--- src/rtl/fetch_stage_pkg.sv ---
// Shared CPU definitions used by the fetch stage: datapath widths, bubble/halt encodings, fetch FSM states.
// No logic here; constants and types only.
package fetch_stage_pkg;

    localparam int              CPU_PC_WIDTH    = 16;
    localparam int              CPU_INSTR_WIDTH = 16;
    localparam logic [15:0]     CPU_NOP_INSTR   = 16'h0000;
    localparam logic [3:0]      CPU_HALT_OPCODE = 4'hF;

    typedef enum logic [1:0] {
        IDLE   = 2'd0,
        RUN    = 2'd1,
        HALTED = 2'd2
    } fetch_state_t;

endpackage

--- src/rtl/fetch_stage_pc_next_mux.sv ---
// Priority fetch-address select (branch > hold > sequential) plus the next sequential PC.
// Purely combinational, zero latency; no flow control of its own.
// Hold re-reads the address already in flight so memory data stays coherent with fetch_pc.
module pc_next_mux #(
    parameter int PC_WIDTH = 16
) (
    input  logic                branch_taken,
    input  logic [PC_WIDTH-1:0] branch_target,
    input  logic                hold,
    input  logic [PC_WIDTH-1:0] fetch_pc,
    input  logic [PC_WIDTH-1:0] pc,
    output logic [PC_WIDTH-1:0] addr,
    output logic [PC_WIDTH-1:0] next_pc
);

    always_comb begin
        addr = pc;
        if (branch_taken) begin
            addr = branch_target;
        end else if (hold) begin
            addr = fetch_pc;
        end
    end

    // Increment wraps naturally at 2^PC_WIDTH.
    always_comb begin
        next_pc = addr + PC_WIDTH'(1);
        if (hold && !branch_taken) begin
            next_pc = pc;
        end
    end

endmodule

--- src/rtl/fetch_stage.sv ---
// Instruction fetch: PC, synchronous imem address, one instruction/cycle to FetchDecode; optional FETCH_PERF_CNT_EN counter.
// Latency: first valid instruction one cycle after reset release; branches cost one bubble.
// Backpressure: stall holds output and PC with zero latency; branch overrides stall; halt opcode freezes fetch until a branch.
module fetch_stage
    import fetch_stage_pkg::*;
#(
    parameter int                     PC_WIDTH    = CPU_PC_WIDTH,
    parameter int                     INSTR_WIDTH = CPU_INSTR_WIDTH,
    parameter logic [PC_WIDTH-1:0]    RESET_PC    = '0,
    parameter logic [INSTR_WIDTH-1:0] NOP_INSTR   = CPU_NOP_INSTR,
    parameter logic [3:0]             HALT_OPCODE = CPU_HALT_OPCODE
) (
    input  logic                   clk,
    input  logic                   rst,
    input  logic                   stall,
    input  logic                   branch_taken,
    input  logic [PC_WIDTH-1:0]    branch_target,
    output logic [PC_WIDTH-1:0]    imem_addr,
    input  logic [INSTR_WIDTH-1:0] imem_rdata,
    output logic [INSTR_WIDTH-1:0] instruction_out,
    output logic [PC_WIDTH-1:0]    pc_out,
    output logic                   valid_out
`ifdef FETCH_PERF_CNT_EN
    ,
    output logic [31:0]            fetched_count
`endif
);

    fetch_state_t          state;
    fetch_state_t          state_nxt;
    logic [PC_WIDTH-1:0]   pc;
    logic [PC_WIDTH-1:0]   fetch_pc;
    logic [PC_WIDTH-1:0]   pc_nxt;
    logic                  valid_q;
    logic                  hold;
    logic                  out_live;
    logic                  halt_seen;

    assign hold = stall || (state == HALTED);

    pc_next_mux #(
        .PC_WIDTH (PC_WIDTH)
    ) u_pc_next_mux (
        .branch_taken  (branch_taken),
        .branch_target (branch_target),
        .hold          (hold),
        .fetch_pc      (fetch_pc),
        .pc            (pc),
        .addr          (imem_addr),
        .next_pc       (pc_nxt)
    );

    // A branch flushes only what is on the output this cycle; registered state is untouched.
    assign out_live        = valid_q && !branch_taken;
    assign valid_out       = out_live;
    assign instruction_out = out_live ? imem_rdata : NOP_INSTR;
    assign pc_out          = fetch_pc;

    assign halt_seen = out_live && !stall &&
                       (imem_rdata[INSTR_WIDTH-1 -: 4] == HALT_OPCODE);

    always_comb begin
        state_nxt = state;
        case (state)
            IDLE:    state_nxt = RUN;
            RUN:     if (halt_seen) state_nxt = HALTED;
            HALTED:  if (branch_taken) state_nxt = RUN;
            default: state_nxt = IDLE;
        endcase
    end

    always_ff @(posedge clk) begin
        if (rst) begin
            state <= IDLE;
        end else begin
            state <= state_nxt;
        end
    end

    always_ff @(posedge clk) begin
        if (rst) begin
            pc       <= RESET_PC;
            fetch_pc <= RESET_PC;
            valid_q  <= 1'b0;
        end else begin
            pc       <= pc_nxt;
            fetch_pc <= imem_addr;
            valid_q  <= (state_nxt != HALTED);
        end
    end

`ifdef FETCH_PERF_CNT_EN
    always_ff @(posedge clk) begin
        if (rst) begin
            fetched_count <= '0;
        end else if (valid_out && !stall) begin
            fetched_count <= fetched_count + 32'd1;
        end
    end
`endif

endmodule

--- config.mk ---
export PLATFORM = sky130hd
export DESIGN_NAME = fetch_stage
export DESIGN_NICKNAME = d
export VERILOG_FILES = /design/src/rtl/fetch_stage_pkg.sv /design/src/rtl/fetch_stage_pc_next_mux.sv /design/src/rtl/fetch_stage.sv
export SDC_FILE = /design/constraint.sdc
export NUM_CORES = 1
export LEC_CHECK = 0
export CORE_ASPECT_RATIO = 0.8
export CORE_UTILIZATION = 47
export CTS_CLUSTER_SIZE = 40
export DETAILED_ROUTE_END_ITERATION = 7
export PLACE_DENSITY = 0.86
export SLEW_MARGIN = 0
export SYNTH_ARGS = -nofsm -noshare
export SYNTH_HDL_FRONTEND = slang
export SYNTH_SLANG_ARGS = --single-unit
export TNS_END_PERCENT = 10
--- constraint.sdc ---
create_clock -name clk -period 5.5 [get_ports clk]
set_input_delay 1.65 -clock clk [delete_from_list [all_inputs] [get_ports clk]]
set_output_delay 1.65 -clock clk [all_outputs]
set_load 0.05 [all_outputs]
-- Yosys cells after proc, flatten, opt, wreduce, memory -nomap -nowiden
Cells that the tools add are included.
Widths: inputs -> output; s select.
- multipliers: 0
- $add $sub $neg: 1
- muxes and demuxes: 6
- equality and inequality tests: 4
- magnitude comparators: 0
- reduce and logical (&&, ||, !) cells: 8
- bitwise gates (word level): 0
- divide/modulo/power cells: 0
- shift-type cells: 0
- operator list (kind ; number):
    $mux 16 ; 3
    $add 16x1->16 const B ; 1
    $pmux 2 s3 ; 1
    $eq 4x4->1 const B ; 1
    $logic_and 1x1->1 ; 4
    $mux 2 ; 2
    $eq 2x1->1 const B ; 1
    $eq 2x2->1 const B ; 1
    $logic_not 1->1 ; 2
    $logic_not 2->1 ; 1
    $ne 2x2->1 const B ; 1
    $logic_or 1x1->1 ; 1
- memory bits (writable): 0
- memories kept: 0
- input bits: 36
- latch bits: 0
- flip-flop bits (word level): 35
- bits in read-only memories: 0

-- Longest topological paths before layout
Gate-level depths: netlist of run 1.
- word-level depth: 7
- gate-level depth with buffers: 13
- depth with buffers taken out: 11

-- By module
From an unflattened synthesis of run 1, not the netlist that was laid out.
- cells, all modules: 236
- area, all modules: 2034.5 µm²
- by module, submodules not included (module ; times used ; seq. area each (µm²) ; cells each ; area each (µm²)):
    fetch_stage ; 1 ; 700.7 ; 101 ; 1109.8
    pc_next_mux ; 1 ; 0.0 ; 135 ; 924.6

-- Least setup slack after synthesis of run 1
No wires, ideal clock.
- kind: input -> register
- start point: in branch_taken
- end point: reg pc[14]
- data arrival time: 5.256 ns
- buffers on the path: 4
- setup slack: 0.159 ns
- cell stages on the path: 12
- cell sequence: buf_4 buf_2 clkbuf_1 buf_1 o21ai_0 ha_1 inv_1 a221oi_2 nand4_1 or4b_1 xor2_1 o31ai_2
- word-level cells in the longest chain between the ends: 2
- elaborated cells on any way between the ends: 4
- those cells by class: add/sub: 1; mux: 1; reduce/logical: 2
- ends and longest elaborated chain (what ; RTL line ; source):
    start, declared ; fetch_stage.sv:16 ; input logic branch_taken,
    $mux 16 ; fetch_stage_pc_next_mux.sv:18 ; if (branch_taken) begin
    via imem_addr[0] ; fetch_stage.sv:18 ; output logic [PC_WIDTH-1:0] imem_addr,
    $add 16x1->16 ; fetch_stage_pc_next_mux.sv:27 ; next_pc = addr + PC_WIDTH'(1);
    end signal, assigned ; fetch_stage.sv:86 ; pc <= pc_nxt;
    end, declared ; fetch_stage.sv:31 ; logic [PC_WIDTH-1:0] pc;
The timed path passes the listed nets, and every way through them passes these cells.
A chain may end at the register's enable or synchronous reset.

-- Final worst setup path of run 1
- start point: in branch_taken
- end point: out instruction_out[2]
- word-level cells in the longest chain between the ends: 3
- ends and longest elaborated chain (what ; RTL line ; source):
    $logic_not 1->1 ; fetch_stage.sv:54 ; assign out_live = valid_q && !branch_taken;
    $logic_and 1x1->1 ; fetch_stage.sv:54 ;
    $mux 16 ; fetch_stage.sv:56 ; assign instruction_out = out_live ? imem_rdata : NOP_INSTR;
    end, declared ; fetch_stage.sv:20 ; output logic [INSTR_WIDTH-1:0] instruction_out,
No other way between the ends.

==> qor.csv, run 1 <==
metric,value,unit
WS Path Type,in2out,
htree depth,2,
Port-buffer cells,84,
Final period util,93.7,%
Initial DRT Pass Iterations,5,
CP peak stage delay,0.83,ns
Post-synth ARST share,0,%
Area Growth Syn to Fin,57.7,%
VDD IR max,0.000192,V
worst skew pair latency,0.29,ns
Final Hold Viols,0,
Setup TNS,0,ns
initial antenna violation count,0,
startpoint types,input port,
chip width,77.5,um
Post-DP HPWL,4.91,mm
"Avg Cell Area, Syn",8.07,um^2
vias in the first global route,2122,
fraction of layout cells with a size suffix above 1,16.8,%
Final Skew,0.00919,ns
Ys Warns,0,
diode count,0,
clk buf depth,2,
Area contributors post-synth,"dfxtp_1 33%, and2_1 5.0%, nor2b_1 4.7%, a211oi_1 4.5%, nor2_1 4.4%",
placed instance area,0.00330,mm^2
Seq cells post-synth,35,
"EDFF count, synth",0,
total wire length after detailed routing,6.57,mm
worst path arrival time,3.50,ns
worst slew pin tran,1.08,ns
Starting DRT DRC Count,199,
filler cell count in the final layout,290,
Post-Layout Inst Area,0.00338,mm^2
core area,0.00428,mm^2
total gr overflow,0,
hold buffer count at CTS,0,
Final GP Congestion,0.832,
GRT Overall Usage,27.7,%
Main synth FF type,dfxtp_1,
CP Data Required Time,3.85,ns
CTS tree,built,
first-pass GRT wire length,10.5,mm
Yosys top cell area share,32.7,%
crit path max fanout,17,
Leak,0.00131,uW
pwr dens,231,mW/mm^2
number of CTS-inserted buffers,5,
post-cts sizing count,0,
total setup buffers inserted after CTS,0,
area of the multi-input gates,0.00131,mm^2
Post-Syn Nets,303,
CP cell instances,clkdlybuf4s50_1 -> nor2b_1 -> and2_1 -> buf_12,
clk slew on worst S/H paths,0.07,ns
via count,2313,
Post-Syn Instances,266,
worst path buffer plus inverter count,2,
Tot Pwr,780,uW
DIE AREA,0.00484,mm^2
Slew Limit Fails,0,
nets@finish,382,
unrepaired setup endpoints after global routing,false,
top-level I/O count,85,
max cap viols,0,
register area share after synthesis,32.7,%
Hold WC Path Type,reg2reg,
vias per cell,5.74,
CTS Sinks,35,
synthesized area,0.00215,mm^2
post-layout minimum cycle time,5.15,ns
DR WL/cell,16.3,um
"Slowest-stage cell, CP",nor2b_1,
FP Rows,21,
pin count of the biggest net entering global routing,37,
clk root buf,clkbuf_8,
Max Clk Rate,0.194,GHz
CP top delay family,simple AND/OR/NAND/NOR gates,
max_slew headroom,27.5,%
synth unique cells,58,
Crit. End Element,output port,
FF+latch area,701,um^2
final setup vio count,0,
die height,62.4,um
Post-DRT Antenna Nets,0,
Post-route DRC,0,
outcome,completed,
Initial Utilization,50.1,%
cell taking the most area after synthesis,dfxtp_1,
[state kept, by name (all words and copies together) (netlist names)]
name	cells
pc_out	16
state	2
pc	16
valid_q	1
[cell usage in the layout, fill, tap and decap left out, types with 3 or more instances in the layout]
cell and count:
dfxtp_1 35, xnor2_1 6, o21ai_1 4, nand3_1 8, clkdlybuf4s50_1 51, nor3_1 3, nor2_1 25, inv_2 3
and2_1 17, a21oi_1 9, and3_1 5, clkbuf_8 5, xor2_1 5, a31oi_1 5, buf_4 9, inv_1 7
mux2i_1 5, nand4_1 6, nand2_1 23, o21ai_0 8, nor2b_1 16, buf_12 30, a311oi_1 3, a211oi_1 13
[through the flow]
stage | utilization (%) | hold slack (ns) | cells | setup WS, ns
after floorplan | - | 0.444 | 266 | 0.159
after global placement | 77.1 | 0.461 | 395 | 0.462
after detailed placement | 77.1 | 0.488 | 395 | 0.336
after CTS | 79.0 | 0.500 | 403 | 0.334
after global routing | 79.0 | 0.518 | 403 | 0.231
final | 79.0 | 0.493 | 403 | 0.345
[layout make-up]
type / instances / share of cell area [%]
multi-input combinational: 203 / 38.8
clock buffer: 7 / 2.26
tap: 57 / 2.11
inverter: 10 / 1.11
timing repair buffer: 90 / 34.8
sequential: 35 / 20.7
clock inverter: 1 / 0.148
[per-layer routing]
layer | GRT usage [%] | part of all wire, %
met5 | 0 | 0
met4 | 4.72 | 0.82
met3 | 6.28 | 7.6
met2 | 47.0 | 48
met1 | 36.3 | 43
[cell usage after synthesis, drive strengths merged (3+ instances only)]
master   n
xor2     5
xnor2    6
and2    17
nor2    26
a311oi   3
nand4    6
mux2i    5
nor2b   16
inv     10
o21ai   13
nand2   25
a211oi  13
nor4     3
nand3    8
o31ai    3
clkbuf   9
a31oi    5
and3     5
a21oi    9
nor3     3
dfxtp   35
buf      9
[tightest hold or removal path: cells and delay by family (launching register included)]
kind | cells | cell delay [ns]
flip-flops | 1 | 0.33
AND/OR/NAND/NOR | 1 | 0.06
AO/OA/AOI/OAI | 1 | 0.05
[power by group]
group	leakage (uW)	internal [uW]	switching (uW)
clock network	0.0000422	88.8	92.2
registers	0.000291	274	14.2
logic	0.000976	134	177
[cell families after synthesis]
family / share of synthesized area, %
flops: 32.7
mux: 2.33
simple gates: 31.3
xor+xnor: 4.49
fa+ha+maj: 0.583
compound gates: 22.5
buf+inv: 6.12
[worst paths after layout]
path | cells after the start | from | slack, ns | endpoint
max | 4 | branch_taken | 0.35 | instruction_out[2]
min | 2 | pc[1]$_SDFFE_PP0N_ | 0.49 | pc[1]$_SDFFE_PP0N_
max reg2reg | 11 | state[0]$_SDFF_PP0_ | 2.13 | pc[14]$_SDFFE_PP0N_
min reg2reg | 2 | pc[1]$_SDFFE_PP0N_ | 0.49 | pc[1]$_SDFFE_PP0N_
Note: power is estimated with default switching activity, not from simulation.
==> inputs of run 2 (changes only) <==
Settings changed: CORE_ASPECT_RATIO 0.8 to default, REMOVE_ABC_BUFFERS from default to 1.
==> run 2 against run 1 <==
Effect of this change:
- routed wire length fell by 7.6%
- first-iteration DRC count shrank 11%
- combinational power barely moved
- largest power group unchanged
- highest routed layer unchanged
==> qor.csv, run 2 (synthesis results as in run 1) <==
metric,value,unit,change
outcome,completed,,unchanged
FP Rows,24,,was 21
worst skew pair latency,0.30,ns,was 0.29 ns
total setup buffers inserted after CTS,0,,unchanged
CP top delay family,buffers and inverters,,was simple AND/OR/NAND/NOR gates
Max Clk Rate,0.199,GHz,was 0.194 GHz
Place WS,0.522,ns,was 0.336 ns
top-level I/O count,85,,unchanged
pwr dens,237,mW/mm^2,was 231 mW/mm^2
Area Growth Syn to Fin,58.6,%,was 57.7%
worst slew pin tran,0.954,ns,was 1.08 ns
clk root buf,clkbuf_8,,unchanged
via count,2298,,"was 2,313"
CP peak stage delay,0.51,ns,was 0.83 ns
Slew Limit Fails,0,,unchanged
startpoint types,input port,,unchanged
Post-DP HPWL,4.47,mm,was 4.91 mm
Crit. End Element,output port,,unchanged
clk slew on worst S/H paths,0.08,ns,was 0.07 ns
Starting DRT DRC Count,178,,was 199
Setup TNS,0,ns,unchanged
pin count of the biggest net entering global routing,37,,unchanged
max cap viols,0,,unchanged
Final Skew,0.0117,ns,was 0.00919 ns
Final period util,91.2,%,was 93.7%
WS Path Type,in2out,,unchanged
switching power,284,uW,about the same
initial antenna violation count,0,,unchanged
total wire length after detailed routing,6.07,mm,was 6.57 mm
DIE AREA,0.00484,mm^2,about the same
final setup vio count,0,,unchanged
post-layout minimum cycle time,5.01,ns,was 5.15 ns
Int Power,522,uW,was 496 uW
worst path buffer plus inverter count,3,,was 2
Hold WC Path Type,reg2reg,,unchanged
GRT Overall Usage,26.1,%,was 27.7%
CP Data Required Time,3.85,ns,about the same
diode count,0,,unchanged
htree depth,2,,unchanged
Leak,0.00132,uW,was 0.00131 uW
vias in the first global route,2106,,"was 2,122"
CTS tree,built,,unchanged
Post-DRT Antenna Nets,0,,unchanged
grt met3 use,6.69,%,was 6.28%
total gr overflow,0,,unchanged
hold slack,0.503,ns,was 0.493 ns
switching share of power,35.3,%,was 36.4%
post-cts sizing count,0,,unchanged
Final Hold Viols,0,,unchanged
final setup margin,0.486,ns,was 0.345 ns
Initial DRT Pass Iterations,4,,was 5
number of CTS-inserted buffers,5,,unchanged
unrepaired setup endpoints after global routing,false,,unchanged
fraction of layout cells with a size suffix above 1,17.3,%,was 16.8%
Port-buffer cells,84,,unchanged
most frequent cells in the layout,"51 x clkdlybuf4s50_1, 35 x dfxtp_1, 30 x buf_12, 25 x nor2_1, 23 x nand2_1",,unchanged
most used routing layer,met2,,unchanged
met1 Use GR,35.1,%,was 36.3%
CP cell instances,clkdlybuf4s50_1 -> inv_2 -> nand2_4 -> mux2i_1 -> o21ai_0 -> buf_12,,was clkdlybuf4s50_1 -> nor2b_1 -> and2_1 -> buf_12
crit path max fanout,23,,was 17
first-pass GRT wire length,10.2,mm,was 10.5 mm
VDD IR max,0.000186,V,was 0.000192 V
clk buf depth,2,,unchanged
"Slowest-stage cell, CP",o21ai_0,,was nor2b_1
Post-Route Utilization,77.6,%,was 79.0%
chip width,69.6,um,was 77.5 um
max_slew headroom,36.2,%,was 27.5%
CTS Sinks,35,,unchanged
combinational share of power,38.3,%,was 39.9%
clock power share,25.9,%,was 23.2%
vias per cell,5.76,,was 5.74
die height,69.6,um,was 62.4 um
hold buffer count at CTS,0,,unchanged
met2 Use GR,41.2,%,was 47.0%
Post-route DRC,0,,unchanged
core area,0.00438,mm^2,was 0.00428 mm^2
worst path arrival time,3.36,ns,was 3.50 ns
Final GP Congestion,0.904,,was 0.832
DR WL/cell,15.2,um,was 16.3 um
"most common cell after layout, fill and taps aside",clkdlybuf4s50_1,,unchanged
Initial Utilization,48.9,%,was 50.1%
Sequential Power Share,35.7,%,was 36.9%
nets@finish,383,,was 382
[run 2: path summary, 6_finish.rpt]
kind | startpoint | end | cells past startpoint | slack, ns
setup reg to reg | state[0]$_SDFF_PP0_ | pc[14]$_SDFFE_PP0N_ | 11 | 2.20
setup / recovery | stall | imem_addr[6] | 6 | 0.49
hold reg to reg | pc[8]$_SDFFE_PP0N_ | pc[8]$_SDFFE_PP0N_ | 2 | 0.50
hold / removal | pc[8]$_SDFFE_PP0N_ | pc[8]$_SDFFE_PP0N_ | 2 | 0.50
[run 2: stage by stage]
stage               std cells  total power [uW]  instance area (um^2)
floorplan                 248               457                  2050
global placement          391               596                  3300
detailed placement        391               601                  3300
CTS                       399               808                  3400
global route              399               843                  3400
finish                    399               807                  3400
[run 2: worst min-delay path, cell delays in order, from the launching register on]
cell      delay, ns
dfxtp_1        0.31
nor2_1         0.10
a311oi_1       0.05
[run 2: routing by layer]
metal | wire, um | share of wire [%]
met1 | 2590 | 43
met2 | 2910 | 48
met3 | 485 | 8.0
met4 | 86 | 1.4
met5 | 0 | 0
[run 2: layout make-up]
| cell class | instances | area [um^2] |
|---|---|---|
| Fill cell | 290 | 981 |
| Multi-Input combinational cell | 203 | 1310 |
| Inverter | 10 | 37.5 |
| Tap cell | 52 | 65.1 |
| Sequential cell | 35 | 701 |
| Timing Repair Buffer | 91 | 1190 |
| Clock buffer | 8 | 100 |
[run 2: power by group through the flow]
stage                     logic [uW]  registers (uW)  clock network [uW]
after floorplan                  139             319                   0
after global placement           304             293                   0
after detailed placement         308             293                   0
after CTS                        309             288                 211
after global routing             326             290                 226
final                            309             288                 209
==> inputs of run 3 (changes only) <==
Settings changed: CORE_MARGIN from default to 5, CTS_CLUSTER_DIAMETER from default to 200, PLACE_DENSITY 0.86 to 0.95.
==> run 3 against run 2 <==
Effect of this change:
- global-route usage is 4.2 points lower
- routed wire length increased by 9.6%
- critical path depth is 2 lower
- utilization is the same
- clock power barely moved
- combinational power about the same
- register-to-register slack worse by 0.10 ns
- largest cell class unchanged
==> qor.csv, run 3 (synthesis results as in run 1) <==
metric,value,unit,change
worst slew pin tran,0.958,ns,was 0.954 ns
final setup vio count,0,,unchanged
Post-DRT Antenna Nets,0,,unchanged
outcome,completed,,unchanged
chip width,77.6,um,was 69.6 um
Slew Limit Fails,0,,unchanged
DIE AREA,0.00602,mm^2,was 0.00484 mm^2
Final period util,95.0,%,was 91.2%
worst path arrival time,3.58,ns,was 3.36 ns
Area Growth Syn to Fin,58.6,%,unchanged
clk buf depth,2,,unchanged
total wire length after detailed routing,6.66,mm,was 6.07 mm
placed insts,391,,unchanged
GRT Overall Usage,21.9,%,was 26.1%
vias in the first global route,2300,,"was 2,106"
diode count,0,,unchanged
Initial Utilization,48.9,%,unchanged
reg2reg path depth,11,,unchanged
Hold Path Sink,pc[1]$_SDFFE_PP0N_,,was pc[8]$_SDFFE_PP0N_
most frequent cells in the layout,"51 x clkdlybuf4s50_1, 35 x dfxtp_1, 30 x buf_12, 25 x nor2_1, 23 x nand2_1",,unchanged
fin cells,399,,unchanged
CTS Sinks,35,,unchanged
Sequential Power Share,35.7,%,about the same
post-layout minimum cycle time,5.23,ns,was 5.01 ns
hold buffer count at CTS,0,,unchanged
max_slew headroom,35.9,%,was 36.2%
total gr overflow,0,,unchanged
Leak,0.00132,uW,about the same
initial antenna violation count,0,,unchanged
Starting DRT DRC Count,265,,was 178
combinational share of power,38.5,%,was 38.3%
WS Path Type,in2out,,unchanged
Final GP Congestion,0.878,,was 0.904
Final Skew,0.00494,ns,was 0.0117 ns
HP Start,pc[1]$_SDFFE_PP0N_,,was pc[8]$_SDFFE_PP0N_
clock power share,25.8,%,was 25.9%
worst skew pair latency,0.30,ns,about the same
nets@finish,383,,unchanged
core area,0.00438,mm^2,unchanged
top-level I/O count,85,,unchanged
VDD IR max,0.000239,V,was 0.000186 V
max cap viols,0,,unchanged
Initial DRT Pass Iterations,4,,unchanged
CP Data Required Time,3.85,ns,about the same
vias per cell,5.97,,was 5.76
post-cts sizing count,0,,unchanged
DR WL/cell,16.7,um,was 15.2 um
Tot Pwr,808,uW,was 807 uW
Hold Path Cell Cnt,2,,unchanged
die height,77.6,um,was 69.6 um
clk root buf,clkbuf_8,,unchanged
Setup TNS,0,ns,unchanged
Max Clk Rate,0.191,GHz,was 0.199 GHz
Int Power,521,uW,was 522 uW
pin count of the biggest net entering global routing,37,,unchanged
unrepaired setup endpoints after global routing,false,,unchanged
Hold WC Path Type,reg2reg,,unchanged
Post-DP HPWL,5.01,mm,was 4.47 mm
"most common cell after layout, fill and taps aside",clkdlybuf4s50_1,,unchanged
clk slew on worst S/H paths,0.07,ns,was 0.08 ns
number of CTS-inserted buffers,5,,unchanged
first-pass GRT wire length,10.9,mm,was 10.2 mm
Reg2Reg Setup Slack,2.10,ns,was 2.20 ns
Final Hold Viols,0,,unchanged
Worst R2R End,pc[14]$_SDFFE_PP0N_,,unchanged
via count,2381,,"was 2,298"
crit path max fanout,17,,was 23
Crit. End Element,output port,,unchanged
htree depth,2,,unchanged
FP Rows,24,,unchanged
switching power,287,uW,was 284 uW
fraction of layout cells with a size suffix above 1,17.3,%,unchanged
Port-buffer cells,84,,unchanged
CTS tree,built,,unchanged
total setup buffers inserted after CTS,0,,unchanged
Post-route DRC,0,,unchanged
worst r2r src,state[0]$_SDFF_PP0_,,unchanged
switching share of power,35.5,%,was 35.3%
startpoint types,input port,,unchanged
pwr dens,237,mW/mm^2,about the same
## run 3: metal layers
metal | global-route usage (%) | share of wire [%]
met5 | 0 | 0
met4 | 9.11 | 2.1
met3 | 5.21 | 7.9
met2 | 36.8 | 49
met1 | 26.7 | 41
## run 3: power groups by stage
stage	clock [uW]	combinational (uW)	sequential (uW)
floorplan	0	139	319
global placement	0	304	293
detailed placement	0	310	293
CTS	209	311	288
global route	218	328	290
finish	209	311	289
## run 3: how the worst max path moves through the flow
stage / start / end / slack [ns] / cells past startpoint
after floorplan: stall / pc[14]$_SDFFE_PP0N_ / 0.48 / 11
after global placement: branch_taken / instruction_out[14] / 0.40 / 4
after detailed placement: branch_taken / instruction_out[14] / 0.28 / 4
after CTS: branch_taken / instruction_out[14] / 0.28 / 4
after global routing: branch_taken / instruction_out[14] / 0.06 / 4
final: branch_taken / instruction_out[14] / 0.27 / 4
## run 3: area by class of cell
class	instances	area, um^2
Multi-Input combinational cell	203	1310
Timing Repair Buffer	91	1190
Fill cell	289	981
Sequential cell	35	701
Clock buffer	8	100
Tap cell	52	65.1
Inverter	10	37.5
## run 3: critical path, cell delays in order
cell             delay, ns
clkdlybuf4s50_1       0.66
nor2b_1               0.80
and2_1                0.30
buf_12                0.15
## run 3: through the flow
step / setup slack, ns / hold WS, ns / util [%] / instance area (um^2)
2_1_floorplan: 0.478 / 0.438 / - / 2050
3_3_place_gp: 0.403 / 0.460 / 75.3 / 3300
3_5_place_dp: 0.281 / 0.491 / 75.3 / 3300
4_1_cts: 0.280 / 0.503 / 77.6 / 3400
5_1_grt: 0.0638 / 0.531 / 77.6 / 3400
6_report: 0.274 / 0.499 / 77.6 / 3400
